$ cat config.mk
export PLATFORM = sky130hd
export DESIGN_NAME = mem_port_arbiter_flat
export DESIGN_NICKNAME = d
export VERILOG_FILES = /design/src/rtl/mem_port_arbiter_if.sv /design/src/rtl/mem_port_arbiter.sv /design/src/flat_wrapper.sv
export SDC_FILE = /design/constraint.sdc
export NUM_CORES = 1
export LEC_CHECK = 0
export ABC_AREA = 1
export CAP_MARGIN = 40
export CORE_MARGIN = 2
export CORE_UTILIZATION = 65
export CTS_CLUSTER_SIZE = 10
export DETAILED_ROUTE_END_ITERATION = 12
export DONT_BUFFER_PORTS = 1
export PLACE_DENSITY = 0.86
export SETUP_SLACK_MARGIN = 0.15
export SLEW_MARGIN = 10
export SYNTH_ARGS = -nofsm -noshare
export SYNTH_HDL_FRONTEND = slang
export SYNTH_SLANG_ARGS = --single-unit
$ cat constraint.sdc
create_clock -name clk -period 4.35 [get_ports clk]
set_input_delay 0.435 -clock clk [delete_from_list [all_inputs] [get_ports clk]]
set_output_delay 0.435 -clock clk [all_outputs]
set_load 0.02 [all_outputs]
$ cat src/rtl/mem_port_arbiter_if.sv
// Bundle of requester-side and RAM-side signals around the unified memory port.
// The arbiter takes the slave modport; the requesters/RAM model take master.
interface mem_port_arbiter_if;
  logic        if_req;
  logic        d_req;
  logic        d_we;
  logic [31:0] ram_rdata;
  logic        addr_sel;
  logic        ram_we;
  logic        if_ready;
  logic [31:0] if_rdata;
  logic        d_ready;
  logic [31:0] d_rdata;

  modport slave (
    input  if_req, d_req, d_we, ram_rdata,
    output addr_sel, ram_we, if_ready, if_rdata, d_ready, d_rdata
  );

  modport master (
    output if_req, d_req, d_we, ram_rdata,
    input  addr_sel, ram_we, if_ready, if_rdata, d_ready, d_rdata
  );
endinterface

$ cat src/rtl/mem_port_arbiter.sv
// Shares one RAM port between instruction fetch and load/store, data first,
// with a streak counter that forces a fetch grant after two back-to-back data wins.
module mem_port_arbiter #(
  parameter int unsigned MEM_LATENCY = 2
) (
  input  logic               clk,
  input  logic               rst,
  mem_port_arbiter_if.slave  bus
);

  typedef enum logic [1:0] {
    IDLE = 2'd0,
    BUSY = 2'd1,
    DONE = 2'd2
  } state_t;

  localparam logic [3:0] LAT = 4'(MEM_LATENCY);

  state_t      r_state, w_state_nxt;
  logic        r_gnt, w_gnt_nxt;
  logic [3:0]  r_cnt, w_cnt_nxt;
  logic [1:0]  r_streak, w_streak_nxt;
  logic [31:0] r_if_rdata, r_d_rdata;
  logic        r_if_ready, r_d_ready;
  logic        w_if_ready_nxt, w_d_ready_nxt;
  logic        w_cap;
  logic        w_addr_sel, w_ram_we;
  logic        w_grant_d;

  always_ff @(posedge clk) begin
    if (rst) begin
      r_state    <= IDLE;
      r_gnt      <= 1'b0;
      r_cnt      <= '0;
      r_streak   <= '0;
      r_if_rdata <= '0;
      r_d_rdata  <= '0;
      r_if_ready <= 1'b0;
      r_d_ready  <= 1'b0;
    end else begin
      r_state    <= w_state_nxt;
      r_gnt      <= w_gnt_nxt;
      r_cnt      <= w_cnt_nxt;
      r_streak   <= w_streak_nxt;
      r_if_ready <= w_if_ready_nxt;
      r_d_ready  <= w_d_ready_nxt;
      if (w_cap && !r_gnt) r_if_rdata <= bus.ram_rdata;
      if (w_cap &&  r_gnt) r_d_rdata  <= bus.ram_rdata;
    end
  end

  always_comb begin
    w_state_nxt    = r_state;
    w_gnt_nxt      = r_gnt;
    w_cnt_nxt      = r_cnt;
    w_streak_nxt   = r_streak;
    w_if_ready_nxt = 1'b0;
    w_d_ready_nxt  = 1'b0;
    w_cap          = 1'b0;
    w_addr_sel     = 1'b0;
    w_ram_we       = 1'b0;
    // Data wins a tie unless fetch has already lost twice in a row.
    w_grant_d      = bus.d_req && !(bus.if_req && (r_streak == 2'd2));
    case (r_state)
      IDLE: begin
        if (bus.if_req || bus.d_req) begin
          w_state_nxt = BUSY;
          w_cnt_nxt   = 4'd1;
          w_gnt_nxt   = w_grant_d;
          if (w_grant_d && bus.if_req)
            w_streak_nxt = (r_streak == 2'd2) ? 2'd2 : r_streak + 2'd1;
          else
            w_streak_nxt = 2'd0;
        end
      end
      BUSY: begin
        w_addr_sel = r_gnt;
        w_ram_we   = (r_cnt == 4'd1) && r_gnt && bus.d_we;
        if (r_cnt == LAT) begin
          w_cap          = 1'b1;
          w_state_nxt    = DONE;
          w_if_ready_nxt = !r_gnt;
          w_d_ready_nxt  = r_gnt;
        end else begin
          w_cnt_nxt = r_cnt + 4'd1;
        end
      end
      DONE: begin
        w_addr_sel  = r_gnt;
        w_state_nxt = IDLE;
      end
      default: w_state_nxt = IDLE;
    endcase
  end

  assign bus.addr_sel = w_addr_sel;
  assign bus.ram_we   = w_ram_we;
  assign bus.if_ready = r_if_ready;
  assign bus.d_ready  = r_d_ready;
  assign bus.if_rdata = r_if_rdata;
  assign bus.d_rdata  = r_d_rdata;

endmodule

$ cat src/flat_wrapper.sv
// flat-port wrapper written by rule: the top's interface ports become plain ports
module mem_port_arbiter_flat 
#(
  parameter int unsigned MEM_LATENCY = 2
)
  (clk, rst, bus_if_req, bus_d_req, bus_d_we, bus_ram_rdata, bus_addr_sel, bus_ram_we, bus_if_ready, bus_if_rdata, bus_d_ready, bus_d_rdata);
  mem_port_arbiter_if bus_i ();
  input  logic clk;
  input  logic rst;
  input wire logic [$bits(bus_i.if_req)-1:0] bus_if_req;
  input wire logic [$bits(bus_i.d_req)-1:0] bus_d_req;
  input wire logic [$bits(bus_i.d_we)-1:0] bus_d_we;
  input wire logic [$bits(bus_i.ram_rdata)-1:0] bus_ram_rdata;
  output wire logic [$bits(bus_i.addr_sel)-1:0] bus_addr_sel;
  output wire logic [$bits(bus_i.ram_we)-1:0] bus_ram_we;
  output wire logic [$bits(bus_i.if_ready)-1:0] bus_if_ready;
  output wire logic [$bits(bus_i.if_rdata)-1:0] bus_if_rdata;
  output wire logic [$bits(bus_i.d_ready)-1:0] bus_d_ready;
  output wire logic [$bits(bus_i.d_rdata)-1:0] bus_d_rdata;
  assign bus_i.if_req = bus_if_req;
  assign bus_i.d_req = bus_d_req;
  assign bus_i.d_we = bus_d_we;
  assign bus_i.ram_rdata = bus_ram_rdata;
  assign bus_addr_sel = bus_i.addr_sel;
  assign bus_ram_we = bus_i.ram_we;
  assign bus_if_ready = bus_i.if_ready;
  assign bus_if_rdata = bus_i.if_rdata;
  assign bus_d_ready = bus_i.d_ready;
  assign bus_d_rdata = bus_i.d_rdata;
  mem_port_arbiter #(.MEM_LATENCY(MEM_LATENCY)) u_core (.clk(clk), .rst(rst), .bus(bus_i));
endmodule
# Word-level counts from Yosys, hierarchy flattened
# Index checks and enable logic that the tools add are counted.
word_totals:
  register_bits: 75
  input_bits: 37
  output_inout_bits: 68
  wordCells: 49
op_classes:
  add_sub_neg: 2
  eq_ne: 8
  muxes: 12
  bitwise: 2
  reduce_logical: 17
ops:
  columns: ["op", "n"]
  rows:
  - ["$mux W2", 4]
  - ["$mux W4", 2]
  - ["$pmux W4 S2", 1]
  - ["$logic_and A1 B1 Y1", 7]
  - ["$add A4 B1 Y4 const B", 1]
  - ["$eq A2 B2 Y1 const B", 2]
  - ["$eq A4 B1 Y1 const B", 1]
  - ["$eq A4 B2 Y1 const B", 1]
  - ["$mux W1", 4]
  - ["$ne A2 B1 Y1 const B", 2]
  - ["$pmux W2 S2", 1]
  - ["$reduce_and A2 Y1", 2]
  - ["$reduce_and A3 Y1", 1]
  - ["$reduce_or A3 Y1", 1]
  - ["$add A2 B1 Y2 const B", 1]
  - ["$eq A2 B1 Y1 const B", 1]
  - ["$logic_not A1 Y1", 2]
  - ["$logic_not A2 Y1", 1]
  - ["$ne A2 B2 Y1 const B", 1]
  - ["$not A1 Y1", 2]
  - ["$reduce_bool A2 Y1", 1]
  - ["$reduce_or A2 Y1", 1]
  - ["$logic_or A1 B1 Y1", 1]

# Logic depth before layout (Yosys ltp)
# Gate-level depths: netlist of the first run.
logic_depth:
  ltp_word: 6
  mapped_depth: 9
  depth_no_buf: 8

# Worst setup path before layout of the first run
# No wires, ideal clock.
synth_path:
  kind: "reg2out"
  from: "reg u_core.r_state[1]"
  to: "out bus_ram_we"
  arrival_ps: 1055
  t_required_ps: 3915
  setup_slack_ps: 2860
  stages_incl_launch_ff: 6
  n_path_buf: 1
  cell_sequence: "dfxtp_1 inv_1 ha_1 buf_2 inv_1 nor2_1"
synth_via:
  elab_chain_len: 2
synth_lines:
  columns: ["element", "line_no", "text"]
  rows:
  - ["from (decl)", "mem_port_arbiter.sv:19", "state_t r_state, w_state_nxt;"]
  - ["from (signal assigned)", "mem_port_arbiter.sv:41", "r_state <= w_state_nxt;"]
  - ["$eq A2 B1 Y1", "mem_port_arbiter.sv:64", "case (r_state)"]
  - ["$mux W1", "mem_port_arbiter.sv:64", null]
  - ["to (decl)", "flat_wrapper.sv:15", "output wire logic [$bits(bus_i.ram_we)-1:0] bus_ram_we;"]
# No other way between the ends.

# Worst setup path after layout of the first run
layout_path:
  from: "reg u_core.r_state[1]"
  to: "reg u_core.r_if_rdata[21], in the netlist u_core.bus.if_rdata[21]"
layout_via:
  elab_chain_len: 3
layout_lines:
  columns: ["element", "line_no", "text"]
  rows:
  - ["$eq A2 B1 Y1", "mem_port_arbiter.sv:64", null]
  - ["$mux W1", "mem_port_arbiter.sv:64", null]
  - ["$logic_and A1 B1 Y1", "mem_port_arbiter.sv:47", "if (w_cap && !r_gnt) r_if_rdata <= bus.ram_rdata;"]
  - ["to (signal assigned)", "mem_port_arbiter.sv:47", null]
  - ["to (decl)", "mem_port_arbiter.sv:23", "logic [31:0] r_if_rdata, r_d_rdata;"]
# No other way between the ends.
# A chain may end at the register's enable or synchronous reset.

==> results of run 1 <==
## worst paths after layout
kind | start | to | slack, ns
min | rst | u_core.r_cnt[1]$_SDFFE_PP0P_ | 0.15
min reg2reg | u_core.r_streak[0]$_SDFFE_PP0P_ | u_core.r_streak[0]$_SDFFE_PP0P_ | 0.47
max reg2reg | u_core.r_state[1]$_SDFFE_PP0P_ | u_core.bus.if_rdata[21]$_SDFFE_PP0P_ | 1.97
max | u_core.r_state[1]$_SDFFE_PP0P_ | u_core.bus.if_rdata[21]$_SDFFE_PP0P_ | 1.97
## Yosys cell counts (all sizes together)
cell type  number
nor2           80
nand2          83
ha              9
nand4           3
nand3           8
clkbuf         10
o21ai          36
dfxtp          75
inv            16
a21oi          39
buf            10
## stage by stage
| stage | util | std cells | cell area [µm²] |
|---|---|---|---|
| floorplan | - | 369 | 2860 |
| global placement | 0.656 | 401 | 2820 |
| detailed placement | 0.663 | 403 | 2850 |
| CTS | 0.716 | 419 | 3070 |
| global route | 0.716 | 419 | 3070 |
| finish | 0.716 | 419 | 3070 |
## flip-flops by register name, summed over array words and instances (netlist names)
register	flops
u_core.bus.d_ready	1
u_core.bus.if_rdata	32
u_core.r_state	2
u_core.r_gnt	1
u_core.bus.if_ready	1
u_core.bus.d_rdata	32
u_core.r_streak	2
u_core.r_cnt	4
## metal layers
metal | share of wire | global-route usage
met5 | 0 | 0
met4 | 0.015 | 0.122
met3 | 0.083 | 0.0808
met2 | 0.50 | 0.457
met1 | 0.41 | 0.325
## area by class of cell
class                   instances  area [µm²]  share of cell area
clock buffers                   9         124              0.0403
inverters                      16        60.1              0.0195
multi-input cells             258        1190               0.388
repair buffers                  2        30.0             0.00977
clock inverters                 7         100              0.0326
well taps                      52        65.1              0.0212
flip-flops and latches         75        1500               0.489
## power groups by stage
stage               logic [W]  clock network [W]  registers [W]
CTS                  0.000199           0.000596       0.000765
floorplan            0.000160                  0       0.000771
finish               0.000199           0.000590       0.000766
detailed placement   0.000193                  0       0.000781
global placement     0.000179                  0       0.000778
global route         0.000236           0.000621       0.000770
## logic make-up after synthesis
group / after synthesis / share of synthesized area
compound gates: 75 / 0.131
buf+inv: 36 / 0.0569
fa+ha+maj: 9 / 0.0394
flops: 75 / 0.526
simple gates: 174 / 0.247
==> out/metrics.yaml, run 1 <==
sta:
  finalSetupTns_ns: 0
  fmax_mhz: 421
  hold_ws_ns: 0.151
  setup_viol: 0
  slew_viol_final: 0
  finalCritPeriodShare: 0.546
  timing.final.ws_setup_ns: 1.97
  hold_viol_final: 0
  min_period_ns: 2.38
  rsz0062_at_grt: "false"
  max_slew.worst_pin.slew_ns: 0.714
  skew_ns: 0.00732
  relSlewSlack: 0.523
place:
  gp_congestion: 0.796
  dp_worst_setup_slack_ns: 1.98
  port_buffers: 0
  hpwl_mm: 4.29
worst_setup_path:
  critPathSlowestCell: "nor2_4"
  worstRegToRegCells: 7
  cp-start-kind: "flip-flop"
  path_cells: "inv_1, ha_1, nand3_4, nor2_4, inv_2, nor2_1, nor2_1"
  critPathTopFamily: "simple AND/OR/NAND/NOR gates"
  crit_top_cell: "nor2_1"
  critPathCaptureType: "flip-flop"
  crit_type: "flip-flop to flip-flop"
  arrival_ns: 2.61
  cp.depth: 7
  worst-path-buf-inv: 2
  critPathMaxStageDelay_ns: 0.58
  path_max_fanout: 33
  required_ns: 4.58
power_and_ir_drop:
  vdd_drop_max_mv: 0.294
  intPower_w: 0.00111
  p_sw_frac: 0.287
  p_comb_frac: 0.128
  clkPwrFrac: 0.380
  leakagePower_nw: 1.23
  p_sw_w: 0.000446
  share_seq_of_total_power: 0.493
  power_density_nw_per_um2: 506
  p_total_w: 0.00155
cts:
  post_cts_resize_count: 0
  cts_sinks: 75
  cts_tree: "built"
  cts_root_buffer: "clkbuf_8"
  cts_made_buffers: 9
  clock_latency_ns: 0.34
  cts.hold.buffers_added: 0
  cts_setup_buffers: 0
  h-tree-depth: 3
  cts.path.max_buffers: 2
  clk_pin_slew_ns: 0.08
drt:
  num_vias: 2376
  drc: 0
  first_iter_violations: 155
  wl_per_cell_um: 15.7
  via_per_inst: 5.67
  ant_nets: 0
  firstDrtPassIters: 4
  wl_mm: 6.56
synth:
  synth_top_area_frac: 0.526
  yosysWarnings: 0
  syn_nets: 415
  ys_ff_latch: 75
  syn_area_um2: 2860
  synth_top_cell_by_area: "dfxtp_1"
  synth_top_cells_by_area: "dfxtp_1, nand2_1, nor2_1, a21oi_1, o21ai_0"
  synth_cell_types: 17
  synthCells: 369
  synthesis.area_per_instance_um2: 7.74
  seq_area_frac_synth: 0.526
layout:
  mostFrequentLayoutCell: "nand2_1"
  layout-drive-gt1-share: 0.0654
  fin_nets: 408
  fillers: 333
  area_growth_pct: 7.58
  layout_common_cells: "nand2_1, nor2_1, dfxtp_1"
  diodes: 0
floorplanning:
  start_util: 0.665
  die-area_um2: 4940
  coreArea_um2: 4290
  die_y_um: 70.3
  die_w_um: 70.3
  row_count: 24
  ios: 105
global_route:
  grt.total_usage: 0.274
  gr-total-overflow: 0
  grt_start_max_net_pins: 40
  grt_pass1_vias: 2343
  antenna_found_initial: 0
  grt_pass1_wl_mm: 10.8
run_status:
  status: "completed"
hold_path:
  min_path_type: "input port to flip-flop"
  hold_depth: 1
flow_run:
  drv_cap: 0
Power figures use the tool's default switching activity.
==> inputs of run 2 (changes only) <==
--- a/config.mk
+++ b/config.mk
@@ -8,11 +8,11 @@
 export ABC_AREA = 1
 export CAP_MARGIN = 40
 export CORE_MARGIN = 2
-export CORE_UTILIZATION = 65
+export CORE_UTILIZATION = 56
 export CTS_CLUSTER_SIZE = 10
 export DETAILED_ROUTE_END_ITERATION = 12
 export DONT_BUFFER_PORTS = 1
-export PLACE_DENSITY = 0.86
+export PLACE_DENSITY = 0.79
 export SETUP_SLACK_MARGIN = 0.15
 export SLEW_MARGIN = 10
 export SYNTH_ARGS = -nofsm -noshare
==> constraint.sdc (replaced) <==
create_clock -name clk -period 2.04 [get_ports clk]
set_input_delay 0.204 -clock clk [delete_from_list [all_inputs] [get_ports clk]]
set_output_delay 0.204 -clock clk [all_outputs]
set_load 0.02 [all_outputs]
==> run 2 against run 1 <==
- sequential share of layout area decreased by 3.8 points
- combinational power is 140% higher
- sequential cell count unchanged
- critical path type is now flip-flop to output port
- largest cell class unchanged
- highest routed layer unchanged
==> out/metrics.yaml, run 2 (same netlist as run 1, synthesis figures left out) <==
layout:
  fin_nets: 437
  fillers: 416
  layout_common_cells: "nand2_1, nor2_1, dfxtp_1"
  mostFrequentLayoutCell: "nand2_1"
  diodes: 0
  layout-drive-gt1-share: 0.0658
  area_growth_pct: 16.6
  seq_area_um2: 1500
  final_area_um2: 3330
  multi_input_comb_area_um2: 1190
cts:
  cts_root_buffer: "clkbuf_8"
  cts_sinks: 75
  clock_latency_ns: 0.34
  clk_pin_slew_ns: 0.08
  cts_tree: "built"
  cts_made_buffers: 9
  cts.path.max_buffers: 2
  h-tree-depth: 3
sta:
  finalCritPeriodShare: 0.885
  setup_viol: 0
  hold_viol_final: 0
  min_period_ns: 1.81
  finalSetupTns_ns: 0
  max_slew.worst_pin.slew_ns: 0.606
  fmax_mhz: 554
  skew_ns: 0.00931
  relSlewSlack: 0.596
  rsz0062_at_grt: "false"
  slew_viol_final: 0
drt:
  wl_met2_mm: 3.29
  ant_nets: 0
  wl_met1_mm: 2.86
  firstDrtPassIters: 4
  wl_met3_um: 563
  wl_per_cell_um: 14.8
  num_vias: 2474
  wl_mm: 6.82
  first_iter_violations: 178
  via_per_inst: 5.35
  drc: 0
  top_layer: "met4"
worst_setup_path:
  crit_type: "flip-flop to output port"
  required_ns: 1.84
  arrival_ns: 1.60
  critPathTopFamily: "simple AND/OR/NAND/NOR gates"
  critPathMaxStageDelay_ns: 0.37
  cp-start-kind: "flip-flop"
  path_cells: "inv_1, ha_1, inv_1, nor2_1"
  worst-path-buf-inv: 2
  critPathSlowestCell: "nor2_1"
  crit_top_cell: "inv_1"
  critPathCaptureType: "output port"
  path_max_fanout: 7
floorplanning:
  coreArea_um2: 4820
  row_count: 25
  die_y_um: 75.4
  die-area_um2: 5690
  ios: 105
  start_util: 0.593
  die_w_um: 75.4
global_route:
  grt_pass1_vias: 2467
  antenna_found_initial: 0
  grt_pass1_wl_mm: 11.0
  gr-total-overflow: 0
  grt_start_max_net_pins: 39
  grt.total_usage: 0.252
power_and_ir_drop:
  vdd_drop_max_mv: 0.487
  leakagePower_nw: 1.35
  power_density_nw_per_um2: 952
place:
  port_buffers: 0
  postPlaceCellArea_um2: 2870
  gp_congestion: 0.814
  hpwl_mm: 4.32
run_status:
  status: "completed"
hold_path:
  min_path_type: "input port to flip-flop"
flow_run:
  drv_cap: 0
run 2: cell count changes in the layout (fill, tap and decap cells not counted), sizes merged:
cell / delta
clkinvlp: -2
inv: -1
buf: +3
clkinv: +3
dlygate4sd3: +26
bufinv: -1
run 2: through the flow:
stage          hold slack (ns)  setup slack, ns   util  power [W]  cells
3_5_place_dp             0.279            0.346  0.595    0.00207    420
3_3_place_gp             0.277            0.429  0.595    0.00205    420
2_1_floorplan            0.339            0.639      -    0.00199    369
6_report               0.00876            0.235  0.692    0.00317    462
4_1_cts               0.000308            0.217  0.689    0.00318    461
5_1_grt                0.00454            0.161  0.692    0.00333    462
run 2: final cells by class:
cell class / instances / share of cell area
inverters: 16 / 0.0188
well taps: 67 / 0.0252
clock buffers: 9 / 0.0372
clock inverters: 6 / 0.0173
multi-input cells: 258 / 0.358
repair buffers: 31 / 0.0931
flip-flops and latches: 75 / 0.451
run 2: final timing paths:
kind         slack [ns]  cells past startpoint                                   end                       startpoint
max reg2reg        0.32                      6   u_core.bus.d_rdata[29]$_SDFFE_PP0P_   u_core.r_state[1]$_SDFFE_PP0P_
max                0.23                      4                            bus_ram_we   u_core.r_state[1]$_SDFFE_PP0P_
min reg2reg        0.48                      2       u_core.r_streak[0]$_SDFFE_PP0P_  u_core.r_streak[0]$_SDFFE_PP0P_
min               0.009                      2  u_core.bus.if_rdata[16]$_SDFFE_PP0P_                bus_ram_rdata[16]
run 2: repair_timing:
action                                  4_1_cts  5_1_grt
hold buffers                                 26        1
resized for setup                             0        2
buffers inserted                              0        0
endpoints found under the hold margin        54        1
endpoints found under the setup margin        0        6
run 2: power breakdown:
group | internal (W) | switching (W) | total (W)
logic | 0.000176 | 0.000294 | 0.000470
clock network | 0.000550 | 0.000524 | 0.00107
registers | 0.00153 | 0.0000978 | 0.00163
total | 0.00226 | 0.000916 | 0.00317
run 2: worst register-to-register path, stage by stage, from the launching register on:
cell and delay, ns:
dfxtp_1 0.32, inv_1 0.12, ha_1 0.35, nand4_2 0.16
inv_2 0.42, nand2_1 0.15, a21oi_1 0.14
run 2: layer usage:
layer,up-vias,track usage
met5,-,0
met4,0,0.115
met3,10,0.0675
met2,92,0.420
met1,1151,0.304
li1,1221,-
